--- config.mk ---
export PLATFORM = sky130hd
export DESIGN_NAME = ring_sequence_monitor
export DESIGN_NICKNAME = d
export VERILOG_FILES = /design/src/rtl/ring_sequence_monitor.sv
export SDC_FILE = /design/constraint.sdc
export NUM_CORES = 1
export LEC_CHECK = 0
export CAP_MARGIN = 20
export CORE_MARGIN = 10
export CORE_UTILIZATION = 53
export DETAILED_ROUTE_END_ITERATION = 7
export PLACE_DENSITY_LB_ADDON = 0.05
export SYNTH_ARGS = -nofsm -noshare
export SYNTH_HDL_FRONTEND = slang
export SYNTH_SLANG_ARGS = --single-unit
--- constraint.sdc ---
create_clock -name clk -period 5.6 [get_ports clk]
set_clock_uncertainty 0.15 [all_clocks]
set_input_delay 1.12 -clock clk [delete_from_list [all_inputs] [get_ports clk]]
set_output_delay 1.12 -clock clk [all_outputs]
set_load 0.005 [all_outputs]
--- src/rtl/ring_sequence_monitor.sv ---
`default_nettype none
// ============================================================================
// Module   : ring_sequence_monitor
// Purpose  : Checks a 4-bit one-hot ring counter for legal transitions,
//            counts laps and records faults.
// Revision : 1.0 - initial release
// ============================================================================
module ring_sequence_monitor #(
    parameter int NBITS_COUNT = 4,
    parameter int NBITS_LAPS  = 8
) (
    input  logic                   clk,
    input  logic                   reset,
    input  logic                   clear,
    input  logic                   load_seen,
    input  logic [NBITS_COUNT-1:0] Count_in,
    output logic [1:0]             Index,
    output logic                   Valid,
    output logic [NBITS_LAPS-1:0]  Laps,
    output logic                   Lap_done,
    output logic                   Error,
    output logic [3:0]             Err_count,
    output logic [1:0]             State
);

    typedef enum logic [1:0] {
        S_IDLE  = 2'd0,
        S_TRACK = 2'd1,
        S_FAULT = 2'd2
    } state_t;

    localparam logic [NBITS_COUNT-1:0] c_lap_end = NBITS_COUNT'(1) << (NBITS_COUNT - 1);
    localparam logic [NBITS_COUNT-1:0] c_lap_beg = NBITS_COUNT'(1);
    localparam logic [3:0]             c_err_max = 4'd15;

    state_t                  r_state;
    logic [NBITS_COUNT-1:0]  r_prev;
    logic                    r_load_q;
    logic [1:0]              r_index;
    logic                    r_valid;
    logic [NBITS_LAPS-1:0]   r_laps;
    logic                    r_lap_done;
    logic                    r_error;
    logic [3:0]              r_err_count;

    logic                    w_onehot;
    logic [1:0]              w_enc;
    logic [NBITS_COUNT-1:0]  w_expected;

    assign w_onehot   = (Count_in != '0) && ((Count_in & (Count_in - NBITS_COUNT'(1))) == '0);
    assign w_expected = {r_prev[NBITS_COUNT-2:0], r_prev[NBITS_COUNT-1]};

    always_comb begin
        w_enc = 2'd0;
        for (int i = 0; i < NBITS_COUNT; i++) begin
            if (Count_in[i]) begin
                w_enc = i[1:0];
            end
        end
    end

    always_ff @(posedge clk) begin
        if (reset || clear) begin
            r_state     <= S_IDLE;
            r_prev      <= '0;
            r_load_q    <= 1'b0;
            r_index     <= 2'd0;
            r_valid     <= 1'b0;
            r_laps      <= '0;
            r_lap_done  <= 1'b0;
            r_error     <= 1'b0;
            r_err_count <= 4'd0;
        end else begin
            r_load_q   <= load_seen;
            r_lap_done <= 1'b0;
            case (r_state)
                S_IDLE: begin
                    if (w_onehot) begin
                        r_prev  <= Count_in;
                        r_index <= w_enc;
                        r_valid <= 1'b1;
                        r_state <= S_TRACK;
                    end else begin
                        r_valid <= 1'b0;
                    end
                end
                S_TRACK: begin
                    // A loaded value bypasses the successor check and never completes a lap.
                    if (r_load_q && w_onehot) begin
                        r_prev  <= Count_in;
                        r_index <= w_enc;
                        r_valid <= 1'b1;
                    end else if (Count_in == w_expected) begin
                        r_prev  <= Count_in;
                        r_index <= w_enc;
                        r_valid <= 1'b1;
                        if (r_prev == c_lap_end && Count_in == c_lap_beg) begin
                            r_laps     <= r_laps + NBITS_LAPS'(1);
                            r_lap_done <= 1'b1;
                        end
                    end else begin
                        r_valid <= 1'b0;
                        r_error <= 1'b1;
                        r_state <= S_FAULT;
                        if (r_err_count != c_err_max) begin
                            r_err_count <= r_err_count + 4'd1;
                        end
                    end
                end
                S_FAULT: begin
                    // Resync sample is trusted as-is; it is not checked and never counts a lap.
                    if (w_onehot) begin
                        r_prev  <= Count_in;
                        r_index <= w_enc;
                        r_valid <= 1'b1;
                        r_state <= S_TRACK;
                    end else begin
                        r_valid <= 1'b0;
                    end
                end
                default: begin
                    r_state <= S_IDLE;
                    r_valid <= 1'b0;
                end
            endcase
        end
    end

    assign Index     = r_index;
    assign Valid     = r_valid;
    assign Laps      = r_laps;
    assign Lap_done  = r_lap_done;
    assign Error     = r_error;
    assign Err_count = r_err_count;
    assign State     = r_state;

endmodule
`default_nettype wire

### After elaboration in Yosys (flattened, before gate mapping)

Cells that the tools add are included.

* bitwise logic cells: 4
* equality and inequality tests: 10
* add/subtract/negate cells: 3
* multiplexer cells: 20
* reductions and logical operators: 15

Operators by type and width (count)
* 2-to-1 mux 2 bit: 8
* 2-to-1 mux 4 bit: 3
* AND reduction 3 bit: 3
* adder 8 x 1 -> 8 bit, second input constant: 1
* one-hot mux 2 bit (2 select lines): 2
* one-hot mux 4 bit (2 select lines): 1
* AND reduction 4 bit: 2
* 2-to-1 mux 1 bit: 5
* adder 4 x 1 -> 4 bit, second input constant: 1
* AND 4 bit: 1
* == test 4 x 1 -> 1 bit, second input constant: 1
* == test 4 bit: 1
* == test 4 bit, second input constant: 1
* logical NOT 4 bit: 1
* != test 2 bit, second input constant: 2
* != test 4 bit, second input constant: 1
* nonzero test 4 bit: 1
* OR reduction 4 bit: 1
* subtractor 4 x 1 -> 4 bit, second input constant: 1
* logical AND 1 bit: 3
* != test 3 bit, second input constant: 1
* NOT 1 bit: 3
* == test 2 x 1 -> 1 bit, second input constant: 1
* == test 2 bit, second input constant: 1
* 6 further kinds: 6

* output and inout bits: 19
* bits of input ports: 8
* register bits: 24
* logic and storage cells: 61

### Longest topological paths before layout

Gate-level depths: netlist of run 1.

* depth in word-level cells: 7
* mapped depth: 7
* mapped depth without buffers: 6

### Worst setup path after synthesis of run 1

Ideal clock, no wire load.

* path type: input-to-reg
* from: input Count_in[2]
* to: register r_laps[7], in the netlist Laps[7]
* stages on the path: 6
* library setup time: 70 ps
* data arrival time: 2730 ps
* data required time: 5380 ps
* slack: 2650 ps
* path through: buf_6 -> nor4_2 -> nand4_2 -> or4_4 -> or4_1 -> a21oi_1

* cells in the longest elaborated chain, start to end: 7
* elaborated cells between the ends (all ways): 11

RTL lines
* start, declared: RTL line 16 `input logic [NBITS_COUNT-1:0] Count_in,`
* subtractor 4 x 1 -> 4 bit: RTL line 50 `assign w_onehot = (Count_in != '0) && ((Count_in & (Count_in - NBITS_COUNT'(1))) == '0);`
* AND 4 bit: RTL line 50
* logical NOT 4 bit: RTL line 50
* logical AND 1 bit: RTL line 50
* logical AND 1 bit: RTL line 89 `if (r_load_q && w_onehot) begin`
* NOT 1 bit (no line)
* AND reduction 4 bit (no line) *
* end signal, assigned: RTL line 98 `r_laps <= r_laps + NBITS_LAPS'(1);`
* end, declared: RTL line 41 `logic [NBITS_LAPS-1:0] r_laps;`

Every way passes the cells marked *; elsewhere a longest branch is shown, timed or not.
A chain may end at the register's enable or synchronous reset.

### Final worst setup path of run 1

* from: input Count_in[0]
* to: register r_laps[6], in the netlist Laps[6]

The elaborated chain is that of the path after synthesis.

==> results of run 1 <==
==> synthesized netlist by cell type (2+ instances only) <==
master and instances:
o311ai_0 2, nand4_1 4, mux2i_1 8, nand2_1 17, or3_1 6, o21ai_0 5
o41ai_1 2, nand3_1 7, a21oi_1 9, nor2_1 4, dfxtp_1 24, or4_1 3
o31ai_1 5, buf_2 3, or2_2 2, nor4_1 2, inv_1 2, ha_1 2
a31oi_1 3, xnor2_1 5, clkbuf_1 3
==> sequential cells by signal (all words and copies together) (netlist names) <==
| register | flops |
|---|---|
| State | 2 |
| Err_count | 4 |
| r_prev | 4 |
| Valid | 1 |
| Laps | 8 |
| r_load_q | 1 |
| Index | 2 |
| Error | 1 |
| Lap_done | 1 |
==> critical path: cells and delay by family <==
kind | cells | cell delay, ns
AOI/OAI and AO/OA | 4 | 0.99
and+or+nand+nor | 1 | 0.69
buffers and inverters | 1 | 0.55
==> layout by cell type, fill, tap and decap left out, types with 3 or more instances in the layout <==
cell type        count
a21oi_1              9
a31oi_1              3
clkbuf_4             3
clkdlybuf4s50_1     26
dfxtp_1             24
mux2i_1              8
nand2_1             17
nand3_1              7
nand4_1              4
nor2_1               4
o21ai_0              5
o31ai_1              5
or3_1                6
or4_1                3
xnor2_1              5
==> final timing paths <==
check | startpoint | to | slack (ns) | cells past startpoint
worst max-delay path | Count_in[0] | Laps[6] | 2.31 | 6
worst min-delay path | Error | Error | 0.31 | 2
worst max register to register | r_prev[1] | Laps[7] | 3.34 | 5
worst min register to register | Error | Error | 0.31 | 2
==> metal layers <==
layer / vias up / wire (microns)
met3: 2 / 154
li1: 560 / -
met4: 0 / 17
met1: 515 / 1210
met2: 20 / 1340
met5: - / 0
==> power by group through the flow <==
stage	sequential (mW)	clock, mW	combinational [mW]
final	0.176	0.0759	0.0347
after global routing	0.176	0.0858	0.0385
after CTS	0.176	0.0782	0.0346
after detailed placement	0.180	0	0.0345
after global placement	0.179	0	0.0335
after floorplan	0.179	0	0.0225
==> through the flow <==
| step | hold slack (ns) | total power, mW | area [sq um] |
|---|---|---|---|
| after CTS | 0.315 | 0.289 | 1490 |
| after global placement | 0.285 | 0.213 | 1470 |
| after global routing | 0.339 | 0.301 | 1500 |
| final | 0.308 | 0.286 | 1500 |
| after floorplan | 0.292 | 0.202 | 1210 |
| after detailed placement | 0.296 | 0.214 | 1470 |
==> logic make-up (layout without fill, tap and decap cells) <==
family	Yosys count	in the layout
AOI/OAI and AO/OA	31	31
and+or+nand+nor	57	57
buffers and inverters	9	32
muxes	8	8
DFF	24	24
xor gates and xnor gates	5	5
adders and majority gates	2	2
==> area by class of cell <==
cell class / instances / share of cell area (%)
Multi-Input combinational cell: 103 / 45.6
Sequential cell: 24 / 32.1
Timing Repair Buffer: 27 / 17.9
Tap cell: 28 / 2.34
Clock buffer: 3 / 1.51
Inverter: 2 / 0.502
==> impl_metrics.py, run 1 <==
metrics = {
    "pwr": {
        "power.density_nw_per_um2": 192,
        "power_frac_seq_pct": 61.4,
        "p_leak_nw": 0.487,
        "switchingPower_uw": 71.4,
        "p_int_uw": 215,
        "pwr-share-comb_pct": 12.1,
        "swShare_pct": 24.9,
        "ir_drop_uv": 125,
        "p_clk_share_pct": 26.5,
    },
    "worst_setup_path": {
        "end_kind": "register",
        "cp_max_fo": 18,
        "worstPathCellList": "clkdlybuf4s50_1 -> or4b_2 -> o31ai_1 -> o21a_1 -> o311ai_0 -> o41ai_1",
        "slowest_delay_ns": 0.69,
        "cp_data_arrival_time_ns": 3.36,
        "worstPathRequired_ns": 5.67,
        "path_class": "input pin to register",
        "cp-start-kind": "input pin",
        "cp_slowest_cell": "or4b_2",
    },
    "clock_network": {
        "htree_levels": 1,
        "postCtsSetupRepairBufs": 0,
        "clk_pin_slew_ns": 0.13,
        "clock_sinks": 24,
        "max-clock-path-buffers": 2,
        "root_buffer": "clkbuf_4",
        "tritoncts": "yes",
        "cts_buffers": 3,
        "clk_latency_ns": 0.31,
        "cts_resized": 0,
        "hold_buffers": 0,
    },
    "die": {
        "core_sq_um": 2190,
        "initial_core_util_pct": 55.1,
        "dieWidth_microns": 67.7,
        "io_pins": 27,
        "die_y_microns": 67.7,
        "fp-row-count": 17,
        "die_area_sq_um": 4590,
    },
    "run": {
        "drv_cap": 0,
    },
    "grt": {
        "overflow": 0,
        "met3_usage_pct": 2.48,
        "grt_pass1_wl_microns": 4670,
        "busiest_layer": "met2",
        "use_met1_pct": 15.5,
        "grt_usage_pct": 12.7,
        "antenna_found_initial": 0,
        "first_global_vias": 1025,
        "met2_usage_pct": 21.4,
        "grt_max_degree": 19,
    },
    "synthesis": {
        "synthMuxAreaShare_pct": 6.63,
        "async_reset_ff_share_pct": 0,
        "synth-simple-area-share_pct": 27.7,
        "synth_compound_area_share_pct": 16.5,
        "yosysWarnings": 0,
        "yosys-top-cells-area": "dfxtp_1 40%, mux2i_1 6.6%, nand2_1 5.3%, a21oi_1 3.7%, xnor2_1 3.6%",
        "synth_top_family_by_area": "simple AND/OR/NAND/NOR gates",
        "synth_seq_area_share_pct": 39.8,
        "synth_top_cell_by_area": "dfxtp_1",
        "synth_top_area_share_pct": 39.8,
        "synth_xor_xnor_area_share_pct": 3.63,
        "synthAdderAreaFrac_pct": 2.07,
        "syn_avg_cell_area_sq_um": 8.88,
        "syn_area_sq_um": 1210,
        "ys.flop_type": "dfxtp_1",
        "ys_ff_latch": 24,
        "synth_edf_count": 0,
        "syn_inst": 136,
        "synth_cell_types": 39,
        "synth_nets": 146,
    },
    "placement": {
        "place_congestion": 0.832,
        "dp_slack_ns": 1.96,
        "dp_cells": 183,
        "io_buffers": 26,
        "dp_hpwl_microns": 2100,
    },
    "route": {
        "wl_per_cell_microns": 14.5,
        "drt_iter0_drc": 54,
        "antenna_left": 0,
        "route.vias.total": 1097,
        "totalWireLength_microns": 2720,
        "firstDrtPassIters": 4,
        "drc": 0,
        "viasPerCell": 5.87,
    },
    "sta": {
        "drv_slew": 0,
        "hold_viol_final": 0,
        "min_period_ns": 3.29,
        "finalSetupTns_ns": 0,
        "setup_slack_ns": 2.31,
        "maxSlewHeadroom_pct": 51.7,
        "fmax_mhz": 304,
        "tightest_slew_ns": 0.714,
        "fin_crit_sh_pct": 58.8,
        "setup_violations": 0,
        "rsz0062_at_grt": "false",
    },
    "final_layout": {
        "multiInputGateArea_sq_um": 682,
        "syn_to_final_growth_pct": 23.8,
        "nets": 171,
        "final_cells": 187,
        "post-route-util_pct": 68.2,
        "drive_gt1_share_pct": 8.18,
        "ff_latch_area_sq_um": 480,
        "fillers": 189,
        "n_antenna_cell": 0,
    },
    "outcome": {
        "outcome": "finished, final reports clean",
    },
    "worst_hold_path": {
        "hold_class": "register to register",
    },
}
Note: power is estimated with default switching activity, not from simulation.
==> run 2, diff against run 1 <==
--- a/config.mk
+++ b/config.mk
@@ -7,7 +7,7 @@
 export LEC_CHECK = 0
 export CAP_MARGIN = 20
 export CORE_MARGIN = 10
-export CORE_UTILIZATION = 53
+export CORE_UTILIZATION = 44
 export DETAILED_ROUTE_END_ITERATION = 7
 export PLACE_DENSITY_LB_ADDON = 0.05
 export SYNTH_ARGS = -nofsm -noshare
==> constraint.sdc (replaced) <==
create_clock -name clk -period 2.8 [get_ports clk]
set_clock_uncertainty 0.15 [all_clocks]
set_input_delay 0.56 -clock clk [delete_from_list [all_inputs] [get_ports clk]]
set_output_delay 0.56 -clock clk [all_outputs]
set_load 0.005 [all_outputs]
==> impl_metrics.py, run 2 (synthesized netlist as in run 1, its figures left out) <==
metrics = {
    "die": {
        "fp-row-count": 18,
        "io_pins": 27,
        "initial_core_util_pct": 47.4,
        "dieWidth_microns": 72.4,
        "core_sq_um": 2540,
        "die_area_sq_um": 5240,
        "die_y_microns": 72.4,
    },
    "sta": {
        "tightest_slew_ns": 0.417,
        "rsz0062_at_grt": "false",
        "drv_slew": 0,
        "min_period_ns": 2.57,
        "fin_crit_sh_pct": 91.8,
        "hold_slack_ns": 0.311,
        "hold_viol_final": 0,
        "maxSlewHeadroom_pct": 72.0,
        "setup_violations": 0,
        "fmax_mhz": 389,
    },
    "final_layout": {
        "final_cell_mix": "26 x clkdlybuf4s50_1, 24 x dfxtp_1, 17 x nand2_1, 16 x buf_4, 9 x a21oi_1",
        "layout_commonest_cell": "clkdlybuf4s50_1",
        "post-route-util_pct": 63.3,
        "n_antenna_cell": 0,
        "fillers": 250,
        "largest_reg_flops": 8,
        "drive_gt1_share_pct": 16.1,
        "syn_to_final_growth_pct": 33.4,
        "nets": 186,
    },
    "pwr": {
        "power_uw": 578,
        "power.density_nw_per_um2": 359,
        "p_leak_nw": 0.560,
        "ir_drop_uv": 285,
    },
    "route": {
        "wl_per_cell_microns": 13.7,
        "route.vias.total": 1122,
        "drc": 0,
        "totalWireLength_microns": 2790,
        "drt_iter0_drc": 54,
        "viasPerCell": 5.50,
        "firstDrtPassIters": 4,
        "antenna_left": 0,
    },
    "clock_network": {
        "root_buffer": "clkbuf_4",
        "clk_latency_ns": 0.31,
        "cts_resized": 0,
        "postCtsSetupRepairBufs": 0,
        "max-clock-path-buffers": 2,
        "cts_buffers": 3,
        "hold_buffers": 0,
        "tritoncts": "yes",
        "htree_levels": 1,
        "clock_sinks": 24,
        "clk_pin_slew_ns": 0.12,
    },
    "worst_hold_path": {
        "hold_class": "register to register",
    },
    "worst_setup_path": {
        "cp_slowest_cell": "or4_4",
        "crit_family": "simple AND/OR/NAND/NOR gates",
        "slowest_delay_ns": 0.54,
        "cp_max_fo": 5,
        "end_kind": "register",
        "worstPathCellList": "clkdlybuf4s50_1 -> nor4_2 -> nand4_2 -> or4_4 -> or4_1 -> a21oi_1",
        "cp_data_arrival_time_ns": 2.66,
        "path_buf_inv": 1,
        "path_class": "input pin to register",
        "cp-start-kind": "input pin",
        "worstPathRequired_ns": 2.89,
    },
    "grt": {
        "overflow": 0,
        "grt_usage_pct": 10.8,
        "antenna_found_initial": 0,
        "grt_pass1_wl_microns": 4770,
        "first_global_vias": 1135,
        "grt_max_degree": 19,
    },
    "placement": {
        "dp_hpwl_microns": 2220,
        "place_congestion": 0.844,
        "io_buffers": 26,
    },
    "run": {
        "drv_cap": 0,
    },
    "outcome": {
        "outcome": "finished, final reports clean",
    },
}
## run 2: cell count changes in the layout (fill, tap and decap cells not counted), sizes merged
| cell | previous run | this run |
|---|---|---|
| buf | 1 | 16 |
## run 2: report_power, final
| part | internal (mW) | total, mW | switching [mW] |
|---|---|---|---|
| Clock | 0.0502 | 0.146 | 0.0960 |
| Combinational | 0.0419 | 0.0800 | 0.0381 |
| Sequential | 0.347 | 0.351 | 0.00440 |
| Total | 0.439 | 0.578 | 0.139 |
## run 2: path summary, 6_finish.rpt
path / start / to / slack [ns] / cells past startpoint
max reg2reg: r_prev[1] / Laps[7] / 0.60 / 5
max: Count_in[1] / Laps[7] / 0.23 / 6
min reg2reg: Error / Error / 0.31 / 2
min: Error / Error / 0.31 / 2
## run 2: worst register-to-register path, delay by kind of cell, from the launching register on
family | cells | cell delay (ns)
flip-flops | 1 | 0.36
AND/OR/NAND/NOR | 4 | 1.46
AO/OA/AOI/OAI | 1 | 0.17
## run 2: layout make-up
type / instances / area [sq um] / share of cell area, %
Sequential cell: 24 / 480 / 29.8
Tap cell: 30 / 37.5 / 2.33
Timing Repair Buffer: 42 / 380 / 23.6
Clock buffer: 3 / 22.5 / 1.40
Inverter: 2 / 7.51 / 0.466
Multi-Input combinational cell: 103 / 682 / 42.3
## run 2: metrics by stage
| step | instances | setup TNS [ns] | setup slack, ns | instance area (sq um) |
|---|---|---|---|---|
| 6_report | 204 | 0 | 0.230 | 1610 |
| 5_1_grt | 204 | 0 | 0.171 | 1610 |
| 4_1_cts | 204 | 0 | 0.247 | 1610 |
| 3_5_place_dp | 201 | -0.107 | -0.0868 | 1590 |
| 3_3_place_gp | 201 | -0.00739 | -0.00739 | 1590 |
| 2_1_floorplan | 136 | 0 | 0.410 | 1210 |
## run 2: routing by layer
metal,GRT usage (%),routed length (microns),vias to the layer above
met5,0,0,-
met4,4.64,38,0
met3,3.81,183,4
met2,20.1,1370,21
met1,10.5,1200,510
li1,-,-,587
